[src/rtl/uart_rx_param_pkg.sv]
// Shared definitions for the parametrised UART receiver: state encoding,
// parity-mode constants and a width helper.
package uart_pkg;

  localparam logic [2:0] ST_IDLE   = 3'd0;
  localparam logic [2:0] ST_START  = 3'd1;
  localparam logic [2:0] ST_DATA   = 3'd2;
  localparam logic [2:0] ST_PARITY = 3'd3;
  localparam logic [2:0] ST_STOP   = 3'd4;

  typedef enum logic [2:0] {
    IDLE   = ST_IDLE,
    START  = ST_START,
    DATA   = ST_DATA,
    PARITY = ST_PARITY,
    STOP   = ST_STOP
  } state_t;

  localparam logic [1:0] PAR_NONE = 2'b00;
  localparam logic [1:0] PAR_EVEN = 2'b01;
  localparam logic [1:0] PAR_ODD  = 2'b10;

  // Bits needed to count 0..value-1, never less than one.
  function automatic int clog2_min1(input int value);
    int r;
    r = 0;
    for (int i = 0; i < 31; i++) begin
      if ((1 << i) < value) r = i + 1;
    end
    return (r < 1) ? 1 : r;
  endfunction

endpackage

[src/rtl/uart_rx_param_if.sv]
// Host-side signal bundle of the UART receiver; master drives the line and
// tick, slave is the receiver.
interface uart_rx_param_if #(
  parameter int DBIT = 8
);
  logic            rx;
  logic            s_tick;
  logic [1:0]      parity_mode;
  logic            rx_done_tick;
  logic [DBIT-1:0] dout;
  logic            parity_err;
  logic            frame_err;
  logic            rx_busy;

  modport master (
    output rx, s_tick, parity_mode,
    input  rx_done_tick, dout, parity_err, frame_err, rx_busy
  );

  modport slave (
    input  rx, s_tick, parity_mode,
    output rx_done_tick, dout, parity_err, frame_err, rx_busy
  );
endinterface

[src/rtl/uart_rx_sync.sv]
// Two-flop synchroniser for an asynchronous serial line; resets to 1 so an
// idle line is never mistaken for a start bit.
module uart_rx_sync (
  input  logic clk,
  input  logic reset_n,
  input  logic i_d,
  output logic o_q
);
  logic [1:0] r_sync;

  always_ff @(posedge clk or negedge reset_n) begin
    if (!reset_n) r_sync <= 2'b11;
    else          r_sync <= {r_sync[0], i_d};
  end

  assign o_q = r_sync[1];
endmodule

[src/rtl/uart_rx_param.sv]
// Parametrised UART receiver with run-time parity mode, false-start rejection
// and framing check. Define UART_RX_MAJORITY_EN for 2-of-3 bit voting.
module uart_rx_param
  import uart_pkg::*;
#(
  parameter int DBIT    = 8,
  parameter int OVS     = 16,
  parameter int SB_TICK = 16
) (
  input logic           clk,
  input logic           reset_n,
  uart_rx_param_if.slave bus
);
  localparam int SMAX = (OVS > SB_TICK) ? OVS : SB_TICK;
  localparam int SW   = clog2_min1(SMAX);
  localparam int NW   = clog2_min1(DBIT);

  localparam logic [SW-1:0] S_HALF = SW'(OVS / 2 - 1);
  localparam logic [SW-1:0] S_BIT  = SW'(OVS - 1);
  localparam logic [SW-1:0] S_STOP = SW'(SB_TICK - 1);
  localparam logic [SW-1:0] S_ONE  = SW'(1);
  localparam logic [NW-1:0] N_LAST = NW'(DBIT - 1);
  localparam logic [NW-1:0] N_ONE  = NW'(1);

  state_t          r_state, w_state;
  logic [SW-1:0]   r_s, w_s;
  logic [NW-1:0]   r_n, w_n;
  logic [DBIT-1:0] r_b, w_b;
  logic            r_par, w_par;
  logic            r_perr, w_perr;
  logic [1:0]      r_pm, w_pm;
  logic [DBIT-1:0] r_dout, w_dout;
  logic            r_done, w_done;
  logic            r_perr_o, w_perr_o;
  logic            r_ferr, w_ferr;
  logic            w_rx_s;
  logic            w_bit;
  logic            w_par_en;

  uart_rx_sync u_sync (
    .clk     (clk),
    .reset_n (reset_n),
    .i_d     (bus.rx),
    .o_q     (w_rx_s)
  );

`ifdef UART_RX_MAJORITY_EN
  // The two previous tick samples plus the current one vote on the bit value.
  logic [1:0] r_hist;

  always_ff @(posedge clk or negedge reset_n) begin
    if (!reset_n)        r_hist <= 2'b11;
    else if (bus.s_tick) r_hist <= {r_hist[0], w_rx_s};
  end

  assign w_bit = (r_hist[0] & r_hist[1]) | (r_hist[0] & w_rx_s) | (r_hist[1] & w_rx_s);
`else
  assign w_bit = w_rx_s;
`endif

  assign w_par_en = (r_pm == PAR_EVEN) || (r_pm == PAR_ODD);

  always_ff @(posedge clk or negedge reset_n) begin
    if (!reset_n) begin
      r_state  <= IDLE;
      r_s      <= '0;
      r_n      <= '0;
      r_b      <= '0;
      r_par    <= 1'b0;
      r_perr   <= 1'b0;
      r_pm     <= PAR_NONE;
      r_dout   <= '0;
      r_done   <= 1'b0;
      r_perr_o <= 1'b0;
      r_ferr   <= 1'b0;
    end else begin
      r_state  <= w_state;
      r_s      <= w_s;
      r_n      <= w_n;
      r_b      <= w_b;
      r_par    <= w_par;
      r_perr   <= w_perr;
      r_pm     <= w_pm;
      r_dout   <= w_dout;
      r_done   <= w_done;
      r_perr_o <= w_perr_o;
      r_ferr   <= w_ferr;
    end
  end

  always_comb begin
    w_state  = r_state;
    w_s      = r_s;
    w_n      = r_n;
    w_b      = r_b;
    w_par    = r_par;
    w_perr   = r_perr;
    w_pm     = r_pm;
    w_dout   = r_dout;
    w_done   = 1'b0;
    w_perr_o = r_perr_o;
    w_ferr   = r_ferr;

    unique case (r_state)
      IDLE: begin
        if (!w_rx_s) begin
          w_state = START;
          w_s     = '0;
          w_pm    = bus.parity_mode;
        end
      end

      START: begin
        if (bus.s_tick) begin
          if (r_s == S_HALF) begin
            // A line that is high again at mid-start was only a glitch.
            if (!w_rx_s) begin
              w_state = DATA;
              w_s     = '0;
              w_n     = '0;
              w_par   = 1'b0;
              w_perr  = 1'b0;
            end else begin
              w_state = IDLE;
            end
          end else begin
            w_s = r_s + S_ONE;
          end
        end
      end

      DATA: begin
        if (bus.s_tick) begin
          if (r_s == S_BIT) begin
            w_s   = '0;
            w_b   = {w_bit, r_b[DBIT-1:1]};
            w_par = r_par ^ w_bit;
            if (r_n == N_LAST) w_state = w_par_en ? PARITY : STOP;
            else               w_n     = r_n + N_ONE;
          end else begin
            w_s = r_s + S_ONE;
          end
        end
      end

      PARITY: begin
        if (bus.s_tick) begin
          if (r_s == S_BIT) begin
            w_s     = '0;
            w_state = STOP;
            w_perr  = (r_pm == PAR_ODD) ? ~(r_par ^ w_bit) : (r_par ^ w_bit);
          end else begin
            w_s = r_s + S_ONE;
          end
        end
      end

      STOP: begin
        if (bus.s_tick) begin
          if (r_s == S_STOP) begin
            w_state  = IDLE;
            w_done   = 1'b1;
            w_dout   = r_b;
            w_perr_o = w_par_en ? r_perr : 1'b0;
            w_ferr   = ~w_bit;
          end else begin
            w_s = r_s + S_ONE;
          end
        end
      end

      default: w_state = IDLE;
    endcase
  end

  assign bus.rx_done_tick = r_done;
  assign bus.dout         = r_dout;
  assign bus.parity_err   = r_perr_o;
  assign bus.frame_err    = r_ferr;
  assign bus.rx_busy      = (r_state != IDLE);

endmodule

[src/flat_wrapper.sv]
// flat-port wrapper written by rule: the top's interface ports become plain ports
module uart_rx_param_flat import uart_pkg::*;
#(
  parameter int DBIT    = 8,
  parameter int OVS     = 16,
  parameter int SB_TICK = 16
)
  (clk, reset_n, bus_rx, bus_s_tick, bus_parity_mode, bus_rx_done_tick, bus_dout, bus_parity_err, bus_frame_err, bus_rx_busy);
  uart_rx_param_if #(.DBIT(DBIT)) bus_i ();
  input logic clk;
  input logic reset_n;
  input wire logic [$bits(bus_i.rx)-1:0] bus_rx;
  input wire logic [$bits(bus_i.s_tick)-1:0] bus_s_tick;
  input wire logic [$bits(bus_i.parity_mode)-1:0] bus_parity_mode;
  output wire logic [$bits(bus_i.rx_done_tick)-1:0] bus_rx_done_tick;
  output wire logic [$bits(bus_i.dout)-1:0] bus_dout;
  output wire logic [$bits(bus_i.parity_err)-1:0] bus_parity_err;
  output wire logic [$bits(bus_i.frame_err)-1:0] bus_frame_err;
  output wire logic [$bits(bus_i.rx_busy)-1:0] bus_rx_busy;
  assign bus_i.rx = bus_rx;
  assign bus_i.s_tick = bus_s_tick;
  assign bus_i.parity_mode = bus_parity_mode;
  assign bus_rx_done_tick = bus_i.rx_done_tick;
  assign bus_dout = bus_i.dout;
  assign bus_parity_err = bus_i.parity_err;
  assign bus_frame_err = bus_i.frame_err;
  assign bus_rx_busy = bus_i.rx_busy;
  uart_rx_param #(.DBIT(DBIT), .OVS(OVS), .SB_TICK(SB_TICK)) u_core (.clk(clk), .reset_n(reset_n), .bus(bus_i));
endmodule
[config.mk]
export PLATFORM = sky130hd
export DESIGN_NAME = uart_rx_param_flat
export DESIGN_NICKNAME = d
export VERILOG_FILES = /design/src/rtl/uart_rx_param_pkg.sv /design/src/rtl/uart_rx_param_if.sv /design/src/rtl/uart_rx_sync.sv /design/src/rtl/uart_rx_param.sv /design/src/flat_wrapper.sv
export SDC_FILE = /design/constraint.sdc
export NUM_CORES = 1
export LEC_CHECK = 0
export ABC_AREA = 1
export CORE_AREA = 4 4 71 73
export DETAILED_ROUTE_END_ITERATION = 16
export DIE_AREA = 0 0 75 77
export GPL_TIMING_DRIVEN = 0
export SETUP_SLACK_MARGIN = 0.4
export SYNTH_ARGS = -nofsm -noshare
export SYNTH_HDL_FRONTEND = slang
export SYNTH_SLANG_ARGS = --single-unit
[constraint.sdc]
create_clock -name clk -period 1.7 [get_ports clk]
set_clock_uncertainty 0.1 [all_clocks]
set_input_delay 0.51 -clock clk [delete_from_list [all_inputs] [get_ports clk]]
set_output_delay 0.51 -clock clk [all_outputs]
set_load 0.1 [all_outputs]
==> results of run 1 <==
[worst min path at each step]
| stage | from | end | depth (start not counted) |
|---|---|---|---|
| 2_1_floorplan | reset_n | u_core.bus.dout[0] | 0 |
| 3_3_place_gp | u_core.u_sync.r_sync[0] | u_core.u_sync.r_sync[1] | 0 |
| 3_5_place_dp | u_core.u_sync.r_sync[0] | u_core.u_sync.r_sync[1] | 0 |
| 4_1_cts | reset_n | u_core.r_n[2] | 1 |
| 5_1_grt | reset_n | u_core.r_s[1] | 1 |
| 6_report | reset_n | u_core.r_s[1] | 1 |
[per-layer routing]
layer	global-route usage [%]	vias up
met3	5.23	9
met4	6.23	0
met5	0	-
met2	24.7	25
met1	21.1	740
li1	-	784
[cells by family (layout without fill, tap and decap cells)]
family	Yosys count	count (layout)	synth area share [%]
AO/OA/AOI/OAI	28	28	9.75
XOR/XNOR	3	3	1.48
adder cells (fa/ha/maj)	4	4	2.83
buffers and inverters	25	80	5.80
flip-flops	35	35	49.6
multiplexers	1	1	0.636
AND/OR/NAND/NOR	112	112	29.9
[flip-flops by register name, summed over array words and instances, names as in the netlist]
register                 flops
u_core.r_b                   8
u_core.r_pm                  2
u_core.r_perr                1
u_core.r_n                   3
u_core.r_par                 1
u_core.bus.rx_done_tick      1
u_core.r_s                   4
u_core.bus.dout              8
u_core.bus.frame_err         1
u_core.r_state               3
u_core.bus.parity_err        1
u_core.u_sync.r_sync         2
[through the flow]
stage	utilization, %	instances	TNS [ns]	power, mW	setup slack [ns]
after floorplan	-	208	0	2.26	0.219
after global placement	48.2	277	-40.28	2.54	-0.908
after detailed placement	48.1	277	-12.39	2.55	-0.744
after CTS	61.9	306	-0.0573	3.95	-0.0380
after global routing	65.6	315	-0.616	4.48	-0.0790
final	65.6	315	-0.0399	4.21	-0.0333
[layout make-up]
cell class / instances / area share (%)
plain buffers: 2 / 0.919
clock buffers: 6 / 2.54
clock inverters: 2 / 2.10
inverters: 23 / 3.77
multi-input cells: 148 / 37.0
flip-flops and latches: 35 / 31.4
well taps: 52 / 2.28
repair buffers: 47 / 20.0
[power breakdown]
group          leakage, nW  internal (mW)  switching, mW
Combinational        0.799          0.920           1.31
Sequential           0.434          0.961          0.116
Clock               0.0654          0.586          0.313
Total                 1.30           2.47           1.74
[placed cells by master (no fill, tap or decap), types with 5 or more instances in the layout]
master / count
nand3_2: 6
buf_12: 14
buf_6: 9
nor2_4: 13
nand2_2: 15
dfrtp_1: 18
nand2_4: 8
buf_4: 19
inv_1: 15
o21ai_1: 11
nand4_1: 5
dfrtp_2: 15
clkbuf_8: 5
nor2_1: 5
nand2_1: 47
nand3_1: 5
o21ai_2: 10
[worst max-delay path: stages, from the launching register on]
cell and delay [ns]:
dfrtp_2 0.43, nor2_4 0.17, nand2_8 0.07, buf_12 0.16
[timing repair]
item | CTS | global route
hold endpoints to repair | 0 | 0
gates resized for setup | 158 | 24
setup endpoints to repair | 45 | 45
gates cloned | 1 | 0
hold buffers | 0 | 0
buffers inserted | 20 | 9
pin swaps | 20 | 18
==> results.py, run 1 <==
metrics = {
    "synthesis": {
        "yosys.cell_count.top_type": "nand2_1",
        "synthCells": 208,
        "async_reset_ff_share_pct": 100,
        "ys_seq_area_share_pct": 49.6,
        "synth_area_um2": 1770,
        "yosysTopAreaCellShare_pct": 46.6,
        "synth.area.top_cells": "dfrtp_1 47%, nand2_1 14%, inv_1 4.5%",
        "synth-edff-count": 0,
        "ys_ff_latch": 35,
        "yosys-top-cells-count": "65 x nand2_1, 33 x dfrtp_1, 21 x inv_1",
        "yosys_warnings": 0,
        "syn_avg_cell_area_um2": 8.51,
        "yosysTopAreaCell": "dfrtp_1",
        "syn_nets": 218,
        "synthFlopType": "dfrtp_1",
        "yosysUniqueCellTypes": 27,
    },
    "cells_and_area": {
        "final_layout_size_suffix_gt1_share_pct": 53.2,
        "area_growth_pct": 61.4,
        "multiInputGateArea_um2": 1060,
        "ff_latch_area_um2": 897,
        "antennaDiodeCount": 0,
        "nets": 272,
        "fillers": 332,
        "design_area_um2": 2860,
    },
    "setup_path": {
        "r2r_cells": 9,
        "worstSetupStartpointType": "register",
        "crit_end": "bus_rx_busy",
        "cp.required_ns": 1.09,
        "rrSetupSlack_ns": -0.01,
        "rr_endpoint": "u_core.bus.frame_err",
        "worstPathMaxFanout": 2,
        "worstSetupPathType": "reg -> out",
        "arrival_ns": 1.12,
        "cp-end-kind": "output pin",
        "crit_path_start": "u_core.r_state[1]",
        "regToRegStartpoint": "u_core.r_state[1]",
    },
    "clocking": {
        "cts_buffers": 5,
        "clk_pin_slew_worst_paths_ns": 0.07,
        "cts.sinks": 35,
        "htreeDepth": 2,
        "cts_tree": "built",
        "clock_latency_ns": 0.29,
        "clk_path_buf_depth": 2,
        "cts_root_buffer": "clkbuf_8",
    },
    "route": {
        "drcViolationCount": 0,
        "ant_nets": 0,
        "met2_length_mm": 2.01,
        "drt-pass1-iter-count": 4,
        "vias_per_cell": 4.95,
        "met3_length_um": 179,
        "drt-met1-wl_mm": 1.91,
        "wl_mm": 4.17,
        "drtIter0Drc": 41,
        "wire_per_inst_um": 13.3,
        "vias": 1558,
        "routed.top_layer": "met4",
    },
    "sta": {
        "slew_violations": 0,
        "rsz0062_at_grt": "true",
        "holdWs_ns": 0.193,
        "setup_violations": 3,
        "clock.fmax_mhz": 577,
        "worst_slack_ns": -0.0333,
        "relSlewSlack_pct": 48.0,
        "period_needed_ns": 1.73,
        "hold_viol": 0,
        "worst_slew_pin_slew_ns": 0.780,
        "final.period_utilization_pct": 102,
    },
    "global_route": {
        "grt_use_total_pct": 16.2,
        "grt_pass1_wl_mm": 7.25,
        "overflow": 0,
        "grt_pass1_vias": 1612,
        "grt_max_degree": 36,
        "antenna_found_initial": 0,
    },
    "floorplanning": {
        "ios": 18,
        "fp.dieW_um": 75,
        "start_util_pct": 40.7,
        "dieArea_um2": 5780,
        "core-area_um2": 4350,
        "fp-row-count": 24,
        "die_h_um": 77,
    },
    "run_status": {
        "violations": "setup timing",
        "status": "complete, but fails checks",
    },
    "hold_path": {
        "hold_class": "in -> async",
    },
    "power_and_ir_drop": {
        "ir_drop_v": 0.000911,
        "power_density_nw_per_um2": 1470,
        "power.leakage_nw": 1.30,
    },
    "job": {
        "maxCapViolCount": 0,
    },
    "place": {
        "place_congestion": 0.827,
        "place_area_um2": 2090,
        "place.detailed.hpwl_mm": 2.59,
        "io_buffers": 17,
    },
}
No activity file was read; power rests on OpenSTA's default activity.
==> run 2: changes to the inputs <==
CORE_AREA = 4 4 73 75   (was 4 4 71 73)
DIE_AREA = 0 0 77 79   (was 0 0 75 77)
SYNTH_HIERARCHICAL = 1   (was default)
==> results.py, run 2 <==
metrics = {
    "synthesis": {
        "syn_avg_cell_area_um2": 8.34,
        "syn_nets": 237,
        "synthCells": 227,
        "synthMuxAreaShare_pct": 0.595,
        "async_reset_ff_share_pct": 100,
        "yosys.cell_count.top_type": "nand2_1",
        "synth_compound_area_share_pct": 11.4,
        "ys_seq_area_share_pct": 46.4,
        "synth.area.top_cells": "dfrtp_1 44%, nand2_1 15%, o21ai_2 7.4%",
        "yosysTopAreaCellShare_pct": 43.6,
        "yosysUniqueCellTypes": 27,
        "yosysTopAreaCell": "dfrtp_1",
        "yosys_warnings": 6,
        "synth-edff-count": 0,
        "synthSimpleGateAreaFrac_pct": 30.2,
        "yosys.area_share.adder_pct": 2.64,
        "synthFlopType": "dfrtp_1",
        "synth_top_family_by_area": "simple AND/OR/NAND/NOR gates",
        "synth-xor-area-share_pct": 0.925,
        "yosys-top-cells-count": "74 x nand2_1, 33 x dfrtp_1, 25 x inv_1",
        "synth_area_um2": 1890,
        "ys_ff_latch": 35,
    },
    "route": {
        "drcViolationCount": 0,
        "wire_per_inst_um": 12.5,
        "drtIter0Drc": 65,
        "wl_mm": 4.18,
        "vias": 1623,
        "ant_nets": 0,
        "vias_per_cell": 4.86,
        "drt-pass1-iter-count": 4,
    },
    "sta": {
        "holdWs_ns": 0.202,
        "setup_violations": 1,
        "rsz0062_at_grt": "true",
        "setup-tns-final_ns": -0.0377,
        "final.period_utilization_pct": 102,
        "worst_slack_ns": -0.0377,
        "worst_slew_pin_slew_ns": 0.779,
        "period_needed_ns": 1.74,
        "hold_viol": 0,
        "relSlewSlack_pct": 48.0,
        "slew_violations": 0,
        "clock.fmax_mhz": 575,
    },
    "cells_and_area": {
        "antennaDiodeCount": 0,
        "fillers": 391,
        "final_layout_size_suffix_gt1_share_pct": 55.0,
        "nets": 289,
        "fin_cells": 334,
        "area_growth_pct": 52.7,
        "mostFrequentLayoutCells": "52 x nand2_1, 21 x inv_1, 21 x nand2_2",
        "final_common_cell": "nand2_1",
    },
    "setup_path": {
        "worstSetupPathType": "reg -> out",
        "rr_endpoint": "u_core/bus.parity_err",
        "arrival_ns": 1.13,
        "cp.required_ns": 1.09,
        "regToRegStartpoint": "u_core/r_state[1]",
        "worstSetupStartpointType": "register",
        "worstPathMaxFanout": 2,
        "r2r_cells": 9,
        "rrSetupSlack_ns": 0.07,
        "cp-end-kind": "output pin",
    },
    "clocking": {
        "cts_tree": "built",
        "ctsHoldBuffers": 0,
        "htreeDepth": 2,
        "cts_buffers": 5,
        "clk_path_buf_depth": 2,
        "cts.sinks": 35,
        "clk_pin_slew_worst_paths_ns": 0.07,
        "clock_latency_ns": 0.29,
        "cts_root_buffer": "clkbuf_8",
    },
    "place": {
        "placed_cells": 298,
        "dp_slack_ns": -0.676,
        "io_buffers": 17,
        "place_congestion": 0.813,
        "place.detailed.hpwl_mm": 2.73,
    },
    "power_and_ir_drop": {
        "total_power_mw": 4.14,
        "power_density_nw_per_um2": 1430,
        "p_sw_share_pct": 45.7,
        "sequentialPowerShare_pct": 27.4,
        "power.leakage_nw": 1.36,
        "combPwrFrac_pct": 58.7,
        "p_switching_mw": 1.89,
        "p_int_mw": 2.25,
        "ir_drop_v": 0.00106,
        "clkPwrFrac_pct": 14.0,
    },
    "global_route": {
        "grt_use_total_pct": 15.8,
        "grt_pass1_vias": 1621,
        "antenna_found_initial": 0,
        "grt_max_degree": 36,
        "overflow": 0,
        "grt_pass1_wl_mm": 7.49,
    },
    "floorplanning": {
        "fp-row-count": 25,
        "die_h_um": 79,
        "dieArea_um2": 6080,
        "core-area_um2": 4660,
        "fp.dieW_um": 77,
        "start_util_pct": 40.6,
        "ios": 18,
    },
    "run_status": {
        "violations": "setup timing",
        "status": "complete, but fails checks",
    },
    "job": {
        "maxCapViolCount": 0,
    },
    "hold_path": {
        "hold_class": "in -> async",
    },
}
[run 2: power by group through the flow]
| stage | combinational [mW] | sequential, mW | clock, mW |
|---|---|---|---|
| final | 2.43 | 1.13 | 0.579 |
| after global routing | 2.70 | 1.15 | 0.642 |
| after CTS | 2.13 | 1.15 | 0.605 |
| after detailed placement | 1.64 | 1.17 | 0 |
| after global placement | 1.64 | 1.16 | 0 |
| after floorplan | 1.34 | 1.14 | 0 |
[run 2: cell families after synthesis]
kind of cell	after synthesis
adders and majority gates	4
DFF	35
AOI/OAI and AO/OA	28
muxes	1
and+or+nand+nor	122
xor gates and xnor gates	2
buffers and inverters	35
[run 2: routing by layer]
metal  part of all wire (%)  track usage [%]  routed length, µm
met1                     43             18.2               1780
met2                     51             27.5               2150
met3                    3.9             4.08                161
met4                    2.1             7.12                 86
met5                      0                0                  0
[run 2: timing repair]
item                       in CTS  in global routing
resized for setup             146                 21
buffers inserted               21                  5
cloned                          2                  0
pin swaps                      17                 14
setup endpoints to repair      44                 45
[run 2: critical path, cell delays in order (launching register included)]
cell     delay, ns
dfrtp_2       0.43
nor2_4        0.18
nand2_8       0.07
buf_12        0.16
[run 2: through the flow]
step	area, µm²	util, %
detailed placement	2250	48.4
floorplan	2020	-
CTS	2780	59.7
global placement	2260	48.5
global route	2890	62.0
finish	2890	62.0
[run 2: worst max-delay path by stage]
stage / from / end / slack (ns) / cells past startpoint
6_report: u_core/r_state[1] / bus_rx_busy / -0.04 / 3
5_1_grt: u_core/r_state[1] / bus_rx_busy / -0.07 / 3
4_1_cts: u_core/r_state[0] / bus_rx_busy / -0.05 / 3
3_5_place_dp: u_core/r_state[1] / bus_rx_busy / -0.68 / 3
3_3_place_gp: reset_n / u_core/bus.rx_done_tick / -0.91 / 1
2_1_floorplan: u_core/r_n[0] / u_core/r_n[0] / 0.28 / 10
[run 2: area by class of cell]
type | instances | area [µm²] | share of cell area (%)
Inverter | 32 | 139 | 4.80
Buffer | 3 | 50.0 | 1.73
Tap cell | 54 | 67.6 | 2.34
Multi-Input combinational cell | 158 | 1120 | 38.8
Clock inverter | 1 | 5.00 | 0.173
Sequential cell | 35 | 898 | 31.1
Clock buffer | 7 | 76.3 | 2.64
Timing Repair Buffer | 44 | 533 | 18.4
==> run 3: changes to the inputs <==
clock period = 1.5 ns   (was 1.7 ns; I/O delays follow)
==> results.py, run 3 (synthesis gave the netlist of run 2 again) <==
metrics = {
    "setup_path": {
        "worstSetupPathType": "reg -> out",
        "cp-end-kind": "output pin",
        "worstPathMaxFanout": 2,
        "arrival_ns": 1.12,
        "worstSetupStartpointType": "register",
        "cp.required_ns": 0.95,
    },
    "sta": {
        "clock.fmax_mhz": 600,
        "rsz0062_at_grt": "true",
        "slew_violations": 0,
        "relSlewSlack_pct": 67.5,
        "worst_slew_pin_slew_ns": 0.487,
        "setup_violations": 41,
        "period_needed_ns": 1.67,
        "hold_viol": 0,
        "final.period_utilization_pct": 111,
        "worst_slack_ns": -0.168,
    },
    "route": {
        "drt-pass1-iter-count": 4,
        "wire_per_inst_um": 14.0,
        "drcViolationCount": 0,
        "wl_mm": 4.78,
        "ant_nets": 0,
        "vias": 1720,
        "vias_per_cell": 5.06,
        "drtIter0Drc": 55,
    },
    "power_and_ir_drop": {
        "power_density_nw_per_um2": 1680,
        "power.leakage_nw": 1.40,
        "p_switching_mw": 2.25,
        "p_int_mw": 2.78,
        "combPwrFrac_pct": 57.0,
        "sequentialPowerShare_pct": 25.8,
        "ir_drop_v": 0.00124,
        "p_sw_share_pct": 44.6,
        "clkPwrFrac_pct": 17.2,
    },
    "cells_and_area": {
        "final_util_pct": 64.2,
        "final_common_cell": "nand2_1",
        "mostFrequentLayoutCells": "54 x nand2_1, 21 x inv_1, 21 x buf_4",
        "area_growth_pct": 58.0,
        "final_layout_size_suffix_gt1_share_pct": 53.5,
        "fillers": 364,
        "antennaDiodeCount": 0,
        "design_area_um2": 2990,
        "nets": 295,
    },
    "global_route": {
        "grt_pass1_wl_mm": 7.53,
        "overflow": 0,
        "grt_use_total_pct": 15.4,
        "grt_pass1_vias": 1621,
        "antenna_found_initial": 0,
        "grt_max_degree": 36,
    },
    "hold_path": {
        "hold_class": "in -> async",
    },
    "place": {
        "place.detailed.hpwl_mm": 2.73,
        "dp_slack_ns": -0.865,
        "io_buffers": 17,
        "place_congestion": 0.831,
        "place_area_um2": 2280,
    },
    "clocking": {
        "clk_pin_slew_worst_paths_ns": 0.08,
        "htreeDepth": 2,
        "cts_tree": "built",
        "clk_path_buf_depth": 2,
        "clock_latency_ns": 0.29,
        "cts_root_buffer": "clkbuf_8",
        "cts.sinks": 35,
        "cts_buffers": 5,
        "ctsHoldBuffers": 0,
    },
    "floorplanning": {
        "fp-row-count": 25,
        "start_util_pct": 40.6,
        "core-area_um2": 4660,
        "die_h_um": 79,
        "ios": 18,
        "dieArea_um2": 6080,
        "fp.dieW_um": 77,
    },
    "run_status": {
        "status": "complete, but fails checks",
        "violations": "setup timing",
    },
    "job": {
        "maxCapViolCount": 0,
    },
}
run 3: through the flow:
stage / power, mW / hold slack [ns] / TNS (ns) / cells
3_3_place_gp: 3.19 / 0.248 / -54.91 / 298
4_1_cts: 4.62 / 0.170 / -1.00 / 327
5_1_grt: 5.32 / 0.0765 / -4.54 / 340
6_report: 5.03 / 0.0409 / -2.25 / 340
2_1_floorplan: 2.81 / 0.0544 / 0 / 227
3_5_place_dp: 3.20 / 0.248 / -19.26 / 298
run 3: layout make-up:
cell class	count	area [µm²]	share of cell area [%]
Clock buffer	5	68.8	2.30
Clock inverter	3	43.8	1.46
Buffer	3	45.0	1.51
Multi-Input combinational cell	158	1110	37.0
Inverter	32	139	4.64
Sequential cell	35	925	30.9
Timing Repair Buffer	50	596	19.9
Tap cell	54	67.6	2.26
run 3: layer usage:
metal,part of all wire [%],vias up,track usage (%)
met3,5.3,16,3.85
li1,-,834,-
met1,41,811,19.4
met2,51,59,25.9
met4,2.3,0,5.52
met5,0,-,0
run 3: path summary, 6_finish.rpt:
| path | slack, ns | cells past startpoint | end | startpoint |
|---|---|---|---|---|
| max reg2reg | -0.14 | 9 | u_core/bus.dout[0] | u_core/r_state[0] |
| max in group asynchronous | 0.88 | 1 | u_core/bus.frame_err | reset_n |
| max | -0.17 | 3 | bus_rx_busy | u_core/r_state[0] |
| min | 0.04 | 1 | u_core/bus.dout[2] | reset_n |
| min reg2reg | 0.26 | 0 | u_core/u_sync/r_sync[1] | u_core/u_sync/r_sync[0] |
| min in group clk | 0.26 | 0 | u_core/u_sync/r_sync[1] | u_core/u_sync/r_sync[0] |
run 3: what timing repair did:
action | in CTS | in global routing
setup endpoints to repair | 45 | 50
gates cloned | 2 | 0
setup buffers | 19 | 13
pin swaps | 9 | 8
resized for setup | 145 | 23
run 3: worst max-delay path: stages (launching register included):
cell and delay (ns):
dfrtp_2 0.43, nor2_4 0.17, nand2_8 0.06, buf_12 0.16
run 3: power groups by stage:
| stage | registers, mW | logic (mW) | clock network (mW) |
|---|---|---|---|
| 3_3_place_gp | 1.32 | 1.86 | 0 |
| 2_1_floorplan | 1.29 | 1.53 | 0 |
| 3_5_place_dp | 1.33 | 1.88 | 0 |
| 6_report | 1.30 | 2.87 | 0.864 |
| 5_1_grt | 1.32 | 3.09 | 0.908 |
| 4_1_cts | 1.29 | 2.45 | 0.872 |
